[config.mk]
export PLATFORM = sky130hd
export DESIGN_NAME = stage_controller
export DESIGN_NICKNAME = d
export VERILOG_FILES = /design/src/rtl/stage_controller.sv
export SDC_FILE = /design/constraint.sdc
export NUM_CORES = 1
export LEC_CHECK = 0
export ABC_AREA = 1
export CAP_MARGIN = 20
export CORE_MARGIN = 2
export CORE_UTILIZATION = 55
export CTS_BUF_LIST = sky130_fd_sc_hd__clkbuf_4
export CTS_CLUSTER_SIZE = 20
export DETAILED_ROUTE_END_ITERATION = 8
export PLACE_DENSITY = 0.78
export SLEW_MARGIN = 15
export SYNTH_ARGS = -nofsm -noshare
export SYNTH_HDL_FRONTEND = slang
export SYNTH_SLANG_ARGS = --single-unit
[constraint.sdc]
create_clock -name clk -period 3.1 [get_ports clk]
set_input_delay 0.93 -clock clk [delete_from_list [all_inputs] [get_ports clk]]
set_output_delay 0.93 -clock clk [all_outputs]
set_load 0.02 [all_outputs]
[src/rtl/stage_controller.sv]
// Bomb-stage sequencer: countdown, defuse-code check and strike counting.
// Optional feature macro: STAGE_STRIKES_EN (multi-strike counter; otherwise one wrong code is fatal).
module stage_controller #(
    parameter int         TICK_CYCLES = 50_000_000,
    parameter int         COUNTDOWN_S = 30,
    parameter logic [7:0] CODE        = 8'hA5,
    parameter int         MAX_STRIKES = 3
) (
    input  logic       clk,
    input  logic       rst,
    input  logic       start,
    input  logic       submit,
    input  logic [7:0] code_in,
    input  logic       clear,
    output logic [1:0] state,
    output logic [5:0] seconds_left,
    output logic [2:0] strikes,
    output logic       defused,
    output logic       exploded
);

    typedef enum logic [1:0] {
        WAITING   = 2'd0,
        COUNTDOWN = 2'd1,
        SUCCESS   = 2'd2,
        FAILURE   = 2'd3
    } state_t;

    localparam int         TW        = (TICK_CYCLES > 1) ? $clog2(TICK_CYCLES) : 1;
    localparam logic [5:0] SECS_INIT = 6'(COUNTDOWN_S);

    state_t          cur;
    logic [TW-1:0]   tick;
    logic            tick_wrap;
    logic            code_ok;
    logic [2:0]      strikes_next;
    logic            strike_out;

    assign tick_wrap = (tick == TW'(TICK_CYCLES - 1));
    assign code_ok   = (code_in == CODE);
    assign state     = cur;

`ifdef STAGE_STRIKES_EN
    localparam logic [2:0] STRIKE_LIMIT = 3'(MAX_STRIKES);
    assign strikes_next = strikes + 3'd1;
    assign strike_out   = (strikes_next == STRIKE_LIMIT);
`else
    // Counter stays at zero; MAX_STRIKES is always >= 1, so the limit is one wrong code.
    localparam logic [2:0] STRIKE_LIMIT = 3'(MAX_STRIKES > 0);
    assign strikes_next = 3'd0;
    assign strike_out   = (3'd1 >= STRIKE_LIMIT);
`endif

    always_ff @(posedge clk or posedge rst) begin
        if (rst) begin
            cur          <= WAITING;
            seconds_left <= SECS_INIT;
            strikes      <= 3'd0;
            tick         <= '0;
            defused      <= 1'b0;
            exploded     <= 1'b0;
        end else begin
            defused  <= 1'b0;
            exploded <= 1'b0;
            case (cur)
                WAITING: begin
                    if (start) begin
                        cur          <= COUNTDOWN;
                        seconds_left <= SECS_INIT;
                        strikes      <= 3'd0;
                        tick         <= '0;
                    end
                end
                COUNTDOWN: begin
                    tick <= tick_wrap ? '0 : tick + 1'b1;
                    // A correct code wins outright and freezes the clock.
                    if (submit && code_ok) begin
                        cur     <= SUCCESS;
                        defused <= 1'b1;
                    end else begin
                        if (submit) begin
                            strikes <= strikes_next;
                        end
                        if (tick_wrap) begin
                            seconds_left <= (seconds_left > 6'd1) ? seconds_left - 6'd1 : 6'd0;
                        end
                        if ((submit && strike_out) || (tick_wrap && seconds_left <= 6'd1)) begin
                            cur      <= FAILURE;
                            exploded <= 1'b1;
                        end
                    end
                end
                SUCCESS, FAILURE: begin
                    if (clear) begin
                        cur          <= WAITING;
                        seconds_left <= SECS_INIT;
                        strikes      <= 3'd0;
                        tick         <= '0;
                    end
                end
                default: cur <= WAITING;
            endcase
        end
    end

endmodule

* Word-level counts from Yosys, hierarchy flattened
Index checks and enable logic that the tools add are counted.
** Operators by class
- $add $sub $neg :: 2
- Magnitude comparators :: 2
- Eq/ne operators :: 11
- Mux-type cells :: 25
- Reductions and logical operators :: 9
** Operator list (count)
- 26-bit 2-to-1 mux :: 3
- 26-bit one-hot mux with 3 select lines :: 1
- 6-bit 2-to-1 mux :: 5
- 26-bit by 1-bit adder with 26-bit output (second input constant) :: 1
- 26-bit equality test (second input constant) :: 1
- 6-bit one-hot mux with 3 select lines :: 1
- 3-bit 2-to-1 mux :: 4
- 2-bit inequality test (second input constant) :: 5
- 3-bit one-hot mux with 3 select lines :: 1
- 8-bit equality test (second input constant) :: 1
- 2-bit 2-to-1 mux :: 4
- 4-bit AND reduction :: 2
- 6-bit by 1-bit greater-than comparator with 1-bit output (second input constant) :: 1
- 6-bit by 1-bit less-or-equal comparator with 1-bit output (second input constant) :: 1
- 2-bit one-hot mux with 3 select lines :: 1
- 6-bit by 1-bit subtractor with 6-bit output (second input constant) :: 1
- 1-bit 2-to-1 mux :: 5
- 2-bit equality test (second input constant) :: 2
- 3-bit inequality test (second input constant) :: 1
- 3-bit AND reduction :: 1
- 2-bit by 1-bit equality test with 1-bit output (second input constant) :: 1
- 1-bit logical AND :: 2
- 2-bit zero test :: 1
- 2-bit AND reduction :: 1
- other kinds (2) :: 2
** Storage, ports and cells
- Register bits after elaboration :: 39
- Output and inout port bits :: 13
- Word-level logic and storage cells :: 55

* Logic depth before layout (Yosys ltp)
- Depth after elaboration :: 6
- Gate-level depth with buffers :: 10
- Mapped depth without buffers :: 10

* Least setup slack after synthesis
No wires, ideal clock.
- Kind :: input-to-reg
- Start :: in code_in[4]
- End :: reg seconds_left[0]
- Library setup time :: 0.066 ns
- Arrival time :: 1.713 ns
- Path slack :: 1.321 ns
- Stages :: 7
- Cell sequence :: inv_1 -> nand2_1 -> nor3_1 -> nand4_1 -> nand3_2 -> nand2_1 -> nand2_1
** On the way
- Longest elaborated chain between the ends :: 4
** RTL lines
- start: declaration :: line 13 : input logic [7:0] code_in,
- 8-bit equality test :: line 40 : assign code_ok = (code_in == CODE);
- 1-bit logical AND :: line 77 : if (submit && code_ok) begin
- 2-bit inequality test (no line)
- 4-bit AND reduction (no line)
- end signal: assignment :: line 85 : seconds_left <= (seconds_left > 6'd1) ? seconds_left - 6'd1 : 6'd0;
- end: declaration :: line 16 : output logic [5:0] seconds_left,
No other way between the ends.
A chain may end at the register's enable or synchronous reset.

* Final worst setup path
- Start :: reg seconds_left[2]
- End :: out seconds_left[2]
No word-level cell between the ends.

==> results.py <==
metrics = {
    "worst_setup_path": {
        "crit_path_end_kind": "output port",
        "arrival_ns": 1.57,
        "cpPeakStageDelay_ns": 0.61,
        "critPathKind": "register to output port",
        "crit_family": "flip-flops",
        "worst-path-max-fanout": 7,
        "required_ns": 2.17,
        "startpoint": "seconds_left[2]$_DFFE_PP1P_",
        "start_kind": "register",
        "slowest_stage": "dfstp_2",
        "critPathBufInv": 1,
        "crit_chain": "clkdlybuf4s50_1",
        "r2r_start": "tick[0]$_DFFE_PP0P_",
    },
    "final_layout": {
        "nets": 409,
        "final_cell_mix": "nand2_1, nor2_1, inv_1, dfrtp_1, nand3_1",
        "drive_above_1_share_pct": 8.12,
        "n_antenna_cell": 0,
        "fillCellCount": 407,
        "final_common_cell": "nand2_1",
        "finalNonFillerCells": 446,
        "area_growth_pct": 14.7,
    },
    "placed_design": {
        "dp_hpwl_um": 4220,
        "numPortBuffers": 22,
        "gp_congestion": 0.931,
        "post-place-ws_ns": 0.717,
        "place_inst": 438,
    },
    "detailed_routing": {
        "avgRoutedWirePerCell_um": 12.3,
        "vias": 2319,
        "drt_wl_total_um": 5470,
        "via_per_inst": 5.20,
        "drtAntennaViolNets": 0,
        "drtIter0Drc": 191,
        "drc": 0,
        "first_pass_iters": 4,
    },
    "die": {
        "die_area_mm2": 0.00496,
        "row_count": 24,
        "io_pins": 26,
        "die_x_um": 70.4,
        "chipHeight_um": 70.4,
        "start_util_pct": 56.5,
        "coreArea_mm2": 0.00429,
    },
    "sta": {
        "period_needed_ns": 2.50,
        "period_share_pct": 80.5,
        "skew_ns": 0.0150,
        "hold_viol_final": 0,
        "worst_slack_ns": 0.603,
        "setup_viol": 0,
        "fin_setup_tns_ns": 0,
        "fmax_mhz": 400,
        "finalMaxSlewViolations": 0,
        "rsz0062_at_grt": "no",
    },
    "clocking": {
        "postCtsHoldBufs": 0,
        "cts_tree": "yes",
        "cts_root_buffer": "clkbuf_4",
        "clock_latency_ns": 0.35,
        "cts_made_buffers": 5,
        "clk_pin_slew_ns": 0.12,
        "clock-sinks": 36,
        "cts_resized": 0,
        "clk_path_buf_depth": 2,
        "cts_setup_buffers": 0,
        "h-tree-depth": 2,
    },
    "global_route": {
        "grt-ovfl-total": 0,
        "grt_first_pass_wirelength_um": 9580,
        "antenna_found_initial": 0,
        "gr-usage-all-layers_pct": 24.3,
        "grt_max_degree": 37,
        "grt_pass1_vias": 2180,
    },
    "min_path": {
        "min_path_type": "register to register",
        "hp-start": "seconds_left[1]$_DFFE_PP1P_",
    },
    "run_status": {
        "status": "finished, final reports clean",
    },
    "power": {
        "total_leakage_power_nw": 1.26,
        "irDropWorstVdd_v": 0.000402,
        "power.density_mw_per_mm2": 643,
    },
    "logic_synthesis": {
        "yosys-top-cells-area": "dfrtp_1, nand2_1, nor2_1, inv_1, nand3_1",
        "synth-seq-cells": 36,
        "yosysTopAreaCell": "dfrtp_1",
        "synth-seq-area-share_pct": 37.3,
        "ys_warn_count": 0,
        "syn_area_mm2": 0.00243,
        "yosysTopAreaCellShare_pct": 33.0,
        "syn_avg_cell_area_um2": 6.65,
        "postSynthCellCount": 365,
        "synth.distinct_cells": 29,
    },
    "flow_run": {
        "maxCapViolCount": 0,
    },
}
-- cells by family (layout without fill, tap and decap cells) --
kind of cell	count (synthesis)	count (layout)	share of synthesized area (%)
AND/OR/NAND/NOR	250	250	45.2
XOR/XNOR	12	12	4.33
buffers and inverters	49	76	8.25
flip-flops	36	36	37.3
other	1	3	0.155
adder cells (fa/ha/maj)	3	3	1.55
AO/OA/AOI/OAI	14	14	3.20
-- power breakdown --
part | switching (W) | internal [W]
Combinational | 0.000508 | 0.000293
Sequential | 0.0000892 | 0.000563
Clock | 0.000158 | 0.000178
Total | 0.000755 | 0.00103
-- synth_stat cells --
cell      count
a21oi_1       2
buf_2         1
buf_4         4
clkbuf_1      1
conb_1        1
dfrtp_1      32
dfstp_2       4
ha_1          3
inv_1        41
inv_2         2
nand2_1     119
nand2_2       4
nand2_4       2
nand3_1      29
nand3_2       1
nand3b_1      2
nand4_1      16
nor2_1       63
nor2_2        4
nor2_4        2
nor3_1        4
nor4b_1       1
o21ai_0       3
o21ai_1       4
o21bai_1      1
o22ai_1       4
or2_1         1
or2_2         2
xor2_1       12
-- path summary, 6_finish.rpt --
| path | slack (ns) | to | cells after the start |
|---|---|---|---|
| min in group asynchronous | 0.97 | tick[21]$_DFFE_PP0P_ | 3 |
| worst max-delay path | 0.60 | seconds_left[2] | 1 |
| worst max register to register | 1.28 | tick[13]$_DFFE_PP0P_ | 10 |
| max in group asynchronous | 1.79 | seconds_left[1]$_DFFE_PP1P_ | 3 |
| worst min register to register | 0.49 | seconds_left[1]$_DFFE_PP1P_ | 2 |
| worst min-delay path | 0.49 | seconds_left[1]$_DFFE_PP1P_ | 2 |
-- stage by stage --
step / hold slack [ns] / area [µm²] / utilization (%) / power [W]
detailed placement: 0.473 / 2700 / 62.9 / 0.00147
floorplan: 0.493 / 2430 / - / 0.00120
CTS: 0.489 / 2780 / 64.8 / 0.00181
global route: 0.518 / 2780 / 64.8 / 0.00194
finish: 0.486 / 2780 / 64.8 / 0.00179
global placement: 0.472 / 2700 / 62.9 / 0.00146
-- cell type report --
class                      instances  area, µm²  share of cell area (%)
inverter                          43        161                    5.80
multi-input combinational        282       1330                    47.7
clock inverter                     2       35.0                    1.26
clock buffer                       6       45.0                    1.62
timing repair buffer              25        243                    8.72
tap                               52       65.1                    2.34
sequential                        36        906                    32.6
-- registers in the layout, summed over array words and instances, names as in the netlist --
register and count:
exploded 1, defused 1, state 2, seconds_left 6, tick 26
-- routing by layer --
| metal | up-vias | wire [µm] | track usage [%] |
|---|---|---|---|
| met3 | 7 | 243 | 4.62 |
| met1 | 1055 | 2590 | 33.1 |
| met4 | 0 | 89 | 7.91 |
| met5 | - | 0 | 0 |
| met2 | 50 | 2550 | 39.1 |
| li1 | 1207 | - | - |
No activity file was read; power rests on OpenSTA's default activity.
